===== src/rtl/lsu_byte_sequencer.sv =====
// Word-to-byte load/store sequencer: turns one 32-bit lw/sw request into four
// little-endian byte transactions on a req/ack memory port and reports the result.
module lsu_byte_sequencer #(
  parameter int ADDR_W      = 20,
  parameter bit CHECK_ALIGN = 1'b1,
  parameter int TIMEOUT     = 15
) (
  input  logic              CLK,
  input  logic              RESET,
  input  logic              req_valid,
  output logic              req_ready,
  input  logic              req_write,
  input  logic [31:0]       req_addr,
  input  logic [31:0]       req_wdata,
  output logic              resp_valid,
  output logic [31:0]       resp_rdata,
  output logic              resp_err,
  output logic              mem_req,
  output logic              mem_we,
  output logic [ADDR_W-1:0] mem_addr,
  output logic [7:0]        mem_wdata,
  input  logic [7:0]        mem_rdata,
  input  logic              mem_ack
);

  typedef enum logic [1:0] {IDLE, XFER, RESP} state_t;

  // Last legal word address, widened so ADDR_W=32 still compares correctly.
  localparam logic [32:0] MAX_ADDR = (33'd1 << ADDR_W) - 33'd4;
  localparam logic [7:0]  TO_LAST  = 8'(TIMEOUT - 1);

  state_t              state;
  logic                wr_q;
  logic [ADDR_W-1:0]   addr_q;
  logic [31:0]         wdata_q;
  logic [31:0]         rdata_q;
  logic [1:0]          k;
  logic [7:0]          tcnt;

  function automatic logic addr_err(input logic [31:0] a);
    addr_err = (CHECK_ALIGN && (a[1:0] != 2'b00)) || ({1'b0, a} > MAX_ADDR);
  endfunction

  function automatic logic [7:0] lane(input logic [31:0] w, input logic [1:0] i);
    lane = w[{i, 3'b000} +: 8];
  endfunction

  always_ff @(posedge CLK) begin
    if (!RESET) begin
      state      <= IDLE;
      req_ready  <= 1'b0;
      resp_valid <= 1'b0;
      resp_rdata <= '0;
      resp_err   <= 1'b0;
      mem_req    <= 1'b0;
      mem_we     <= 1'b0;
      mem_addr   <= '0;
      mem_wdata  <= '0;
      wr_q       <= 1'b0;
      addr_q     <= '0;
      wdata_q    <= '0;
      rdata_q    <= '0;
      k          <= '0;
      tcnt       <= '0;
    end else begin
      case (state)
        IDLE: begin
          req_ready <= 1'b1;
          if (req_ready && req_valid) begin
            req_ready <= 1'b0;
            wr_q      <= req_write;
            addr_q    <= req_addr[ADDR_W-1:0];
            wdata_q   <= req_wdata;
            rdata_q   <= '0;
            k         <= '0;
            tcnt      <= '0;
            if (addr_err(req_addr)) begin
              state      <= RESP;
              resp_valid <= 1'b1;
              resp_err   <= 1'b1;
              resp_rdata <= '0;
            end else begin
              state     <= XFER;
              mem_req   <= 1'b1;
              mem_we    <= req_write;
              mem_addr  <= req_addr[ADDR_W-1:0];
              mem_wdata <= req_write ? req_wdata[7:0] : 8'h00;
            end
          end
        end

        // One byte per ack; mem_req stays up so a zero-wait memory streams.
        XFER: begin
          if (mem_ack) begin
            tcnt <= '0;
            if (!wr_q) rdata_q[{k, 3'b000} +: 8] <= mem_rdata;
            if (k == 2'd3) begin
              state      <= RESP;
              mem_req    <= 1'b0;
              mem_we     <= 1'b0;
              mem_addr   <= '0;
              mem_wdata  <= '0;
              resp_valid <= 1'b1;
              resp_err   <= 1'b0;
              resp_rdata <= wr_q ? 32'h0 : {mem_rdata, rdata_q[23:0]};
            end else begin
              k         <= k + 2'd1;
              mem_addr  <= addr_q + {{(ADDR_W-2){1'b0}}, k + 2'd1};
              mem_wdata <= wr_q ? lane(wdata_q, k + 2'd1) : 8'h00;
            end
          end else if (tcnt == TO_LAST) begin
            // Abort without rollback: bytes already acked remain in memory.
            state      <= RESP;
            mem_req    <= 1'b0;
            mem_we     <= 1'b0;
            mem_addr   <= '0;
            mem_wdata  <= '0;
            resp_valid <= 1'b1;
            resp_err   <= 1'b1;
            resp_rdata <= '0;
          end else begin
            tcnt <= tcnt + 8'd1;
          end
        end

        RESP: begin
          state      <= IDLE;
          resp_valid <= 1'b0;
          resp_err   <= 1'b0;
          resp_rdata <= '0;
          req_ready  <= 1'b1;
        end

        default: state <= IDLE;
      endcase
    end
  end

endmodule


===== config.mk =====
export PLATFORM = sky130hd
export DESIGN_NAME = lsu_byte_sequencer
export DESIGN_NICKNAME = d
export VERILOG_FILES = /design/src/rtl/lsu_byte_sequencer.sv
export SDC_FILE = /design/constraint.sdc
export NUM_CORES = 1
export LEC_CHECK = 0
export ABC_AREA = 1
export CAP_MARGIN = 10
export CORE_MARGIN = 2
export CORE_UTILIZATION = 45
export CTS_CLUSTER_DIAMETER = 50
export CTS_CLUSTER_SIZE = 40
export DETAILED_ROUTE_END_ITERATION = 16
export PLACE_DENSITY = 0.71
export SLEW_MARGIN = 20
export SYNTH_ARGS = -nofsm -noshare
export SYNTH_HDL_FRONTEND = slang
export SYNTH_SLANG_ARGS = --single-unit

===== constraint.sdc =====
create_clock -name CLK -period 9.1 [get_ports CLK]
set_clock_uncertainty 0.2 [all_clocks]
set_input_delay 1.365 -clock CLK [delete_from_list [all_inputs] [get_ports CLK]]
set_output_delay 1.365 -clock CLK [all_outputs]
set_load 0.03 [all_outputs]

==> results.txt <==
The power share of the clock group came out at 0.376. After detailed routing, the average wire length per cell comes to 14.15 um. Setup violations remaining at the end of the flow were counted as 0. The peak supply drop came out at 0.1364 mV. For this run, the register share of the synthesized area comes to 0.4391.

Setup repair after global routing left no endpoint under its margin. The highest clock rate came out at 257.3 MHz. The power density over the cells came out at 214.6 mW/mm2.

For this design the total switching power over the nets is 575.3 uW. The floorplan step defined a die boundary enclosing 0.01662 mm2. The kind of end point of the critical path is a flip-flop. The top fanout value on the critical path is 15. Dividing the final minimum period by the clock period gives 0.4271.

The count of input and output buffers came out at 141. Measured along the x axis, the die boundary spans 128.9 um. In the global route stage, overall resource usage came out at 0.2283. Of the total power, registers draw 0.405. The later pin in the worst-skew pair is clocked with a latency of 0.43 ns.

The number of warnings issued by yosys is 0. By area the synthesized netlist is led by dfxtp_1 44%, a21oi_1 9.6%, o21ai_0 9.3%. The total of cells resized after clock tree synthesis is 0. The detail-routed via count per cell came out at 5.202. At the end of routability-driven placement, the weighted congestion stood at 0.8721. The register-to-register path setup slack came out at 5.21 ns. The initial antenna violation count is 0. The synthesis-stage register bit count is 154. After floorplanning, the core was divided into 45 placement rows. The primary flip-flop cell chosen by synthesis mapping is dfxtp_1. The worst endpoint data arrival time came out at 4.06 ns. Ranked by instance count, the synthesized netlist is headed by 155 x nor2_1, 154 x dfxtp_1, 141 x nand2_1. The clock tree buffer depth is 2.

The clock slew seen by the registers of the worst setup and hold paths came out at 0.06 ns. During I/O placement, the number of pins put on the boundary was 142. The share of synthesized flip-flops with an asynchronous set or reset is 0.

The logic gate share of total power came out at 0.219. The critical path is of the reg -> reg type. The first-pass GRT wire length is 30110 um. The root buffer cell chosen for the clock tree is clkbuf_16. The number of nets in the layout is 1189. The smallest clock period supported by the final layout is computed as 3.886 ns. The final-layout fill cell count is 1425.

Yosys mapped the design onto 39 distinct sky130hd cell types. The HPWL after detailed placement is 12860 um. The total of hold buffers inserted after clock tree synthesis is 0.

The worst setup path is launched from a flip-flop. In this run the worst hold path is classified as reg -> reg. Among the stages of the critical path, the cell type that occurs most often is nand2_1. The area inside the core boundary is 0.01520 mm2.

The total standard cell area after synthesis came out at 0.007020 mm2. The starting utilization of the core area came out at 0.4618. The number of pins exceeding their max-slew limit in the final report came out at 0. The clock tree from TritonCTS is built. Max-cap violations in this run came to 0. The number of flops mapped to enable cells by yosys is 0. The synthesized design spends more area on one cell type than any other, namely dfxtp_1. Summing over every cut layer, the via total after detailed routing is 6762.

For this run, the slowest stage of the critical path takes 0.67 ns. The height of the chip came out at 128.9 um. The gate count of the mapped netlist came out at 987. Counting the buffers created by CTS gives 17. The critical path goes through inv_1 -> ha_1 -> clkinv_1 -> fa_1 -> inv_1 -> nand2_1 -> nor2_1 -> nand2_1 -> nor2_1 -> nand2_1 -> nand2_1 -> nand2_1 -> o21ai_0 -> nand2_1 -> inv_1. The mean instance size in the synthesized netlist is 7.113 um2. For the worst setup path, the data required time is 9.27 ns. The number of endpoints with negative hold slack in the final report came out at 0. The detailed-router iteration count before antenna repair is 5. The post-route antenna net violation count came out at 0. The final cell utilization of the core came out at 0.5949. The final routed wirelength across all metal layers is 18390 um.

The area overhead of the layout relative to synthesis came out at 28.82%. The switching share of power came out at 0.2964. The setup TNS after final layout came out at 0 ns.

For this design, the slowest cell found on the critical path is dfxtp_1. The flow ran to the end, and the final reports show no timing, DRC or antenna violations. The transition at the pin with the smallest max-transition slack came out at 0.9746 ns. The tree built by TritonCTS fans out to 154 sinks. In this run the tightest slew margin relative to its limit is 0.3453. The static leakage came out at 0.003463 uW. The internal cell power is 1365 uW. For this block, the initial DRC count from the detailed router was 563. The maximum level of the CTS H-tree is 4. After detailed routing, the number of remaining DRC violations is 0.

The post-CTS setup buffer count came out at 0. Counting every net in the synthesized netlist gives 1076. The most common cell in the netlist is nor2_1. The area share of the leading cell type in the synthesized netlist came out at 0.4391. The number of global-route vias before repair is 6309. The repair_antennas step left the layout with diodes totalling 0.

The pin count of the biggest net entering global routing is 108. The overall overflow remaining after global route is 0. The fraction of final layout cells with drive strength greater than 1 is 0.05126.
## critical path: cells and delay by family (launching register included)
family | cells | cell delay, ns
DFF | 1 | 0.67
adders and majority gates | 2 | 1.04
AOI/OAI and AO/OA | 1 | 0.16
buffers and inverters | 4 | 0.85
and+or+nand+nor | 8 | 0.91
## power groups by stage
stage               Clock, uW  Sequential (uW)  Combinational (uW)
finish                    731              786                 424
global route              769              794                 474
CTS                       739              786                 426
detailed placement          0              800                 424
global placement            0              799                 419
floorplan                   0              865                 205
## metrics by stage
stage	setup slack [ns]	std cells	area, um2	hold slack [ns]	total power (uW)
after floorplan	6.102	987	7020	0.2280	1070
after global routing	4.958	1300	9044	0.2769	2036
after global placement	4.891	1269	8437	0.2407	1218
after detailed placement	4.848	1269	8437	0.2458	1224
final	5.214	1300	9044	0.2569	1941
after CTS	5.274	1300	9044	0.2551	1951
## kinds of logic (layout without fill, tap and decap cells)
kind of cell / after synthesis / count (layout) / synth area share
AOI/OAI and AO/OA: 297 / 297 / 0.2258
adders and majority gates: 12 / 12 / 0.02246
buffers and inverters: 166 / 291 / 0.09784
DFF: 154 / 154 / 0.4391
xor gates and xnor gates: 3 / 3 / 0.003743
and+or+nand+nor: 355 / 355 / 0.2110
## final cells by class
type | instances | area, um2 | area share
clock buffer | 18 | 429.2 | 0.04745
clock inverter | 13 | 177.7 | 0.01965
inverter | 117 | 444.2 | 0.04911
multi-input combinational | 667 | 3251 | 0.3594
sequential | 154 | 3083 | 0.3409
tap | 188 | 235.2 | 0.02601
timing repair buffer | 143 | 1424 | 0.1574
## worst paths after layout
kind / from / end / cells after the start
worst max-delay path: k[0]$_SDFFE_PN0P_ / mem_addr[18]$_SDFFE_PN0P_ / 15
worst min-delay path: wdata_q[17]$_SDFFE_PN0P_ / wdata_q[17]$_SDFFE_PN0P_ / 2
worst max register to register: k[0]$_SDFFE_PN0P_ / mem_addr[18]$_SDFFE_PN0P_ / 15
worst min register to register: wdata_q[17]$_SDFFE_PN0P_ / wdata_q[17]$_SDFFE_PN0P_ / 2
## sequential cells by signal, summed over array words and instances (netlist names)
signal	cells
mem_req	1
state	2
addr_q	20
mem_wdata	8
wr_q	1
mem_we	1
tcnt	8
resp_valid	1
resp_rdata	32
resp_err	1
rdata_q	24
mem_addr	20
k	2
wdata_q	32
req_ready	1
## layer usage
layer / up-vias / wire [um] / global-route usage
li1: 3456 / - / -
met3: 31 / 892 / 0.04158
met4: 0 / 356 / 0.09271
met1: 3074 / 8662 / 0.3043
met2: 201 / 8480 / 0.3669
met5: - / 0 / 0
## layout by cell type (no fill, tap or decap), types with 2 or more instances in the layout
master	count
clkbuf_16	17
o221ai_1	8
nor3_1	10
inv_2	5
nand3_1	28
a21oi_1	135
clkinv_2	5
nor2_1	155
o21ai_1	5
a31oi_1	2
a21oi_4	2
inv_4	2
buf_4	3
nor2_4	5
nand2_1	141
bufinv_16	4
nand2_2	3
clkdlybuf4s50_1	140
a22oi_1	9
nand4_1	6
xor2_1	2
o21ai_0	130
inv_1	109
clkinv_4	2
o21ai_2	3
clkinvlp_4	2
dfxtp_1	154
ha_1	11
Note: power is estimated with default switching activity, not from simulation.
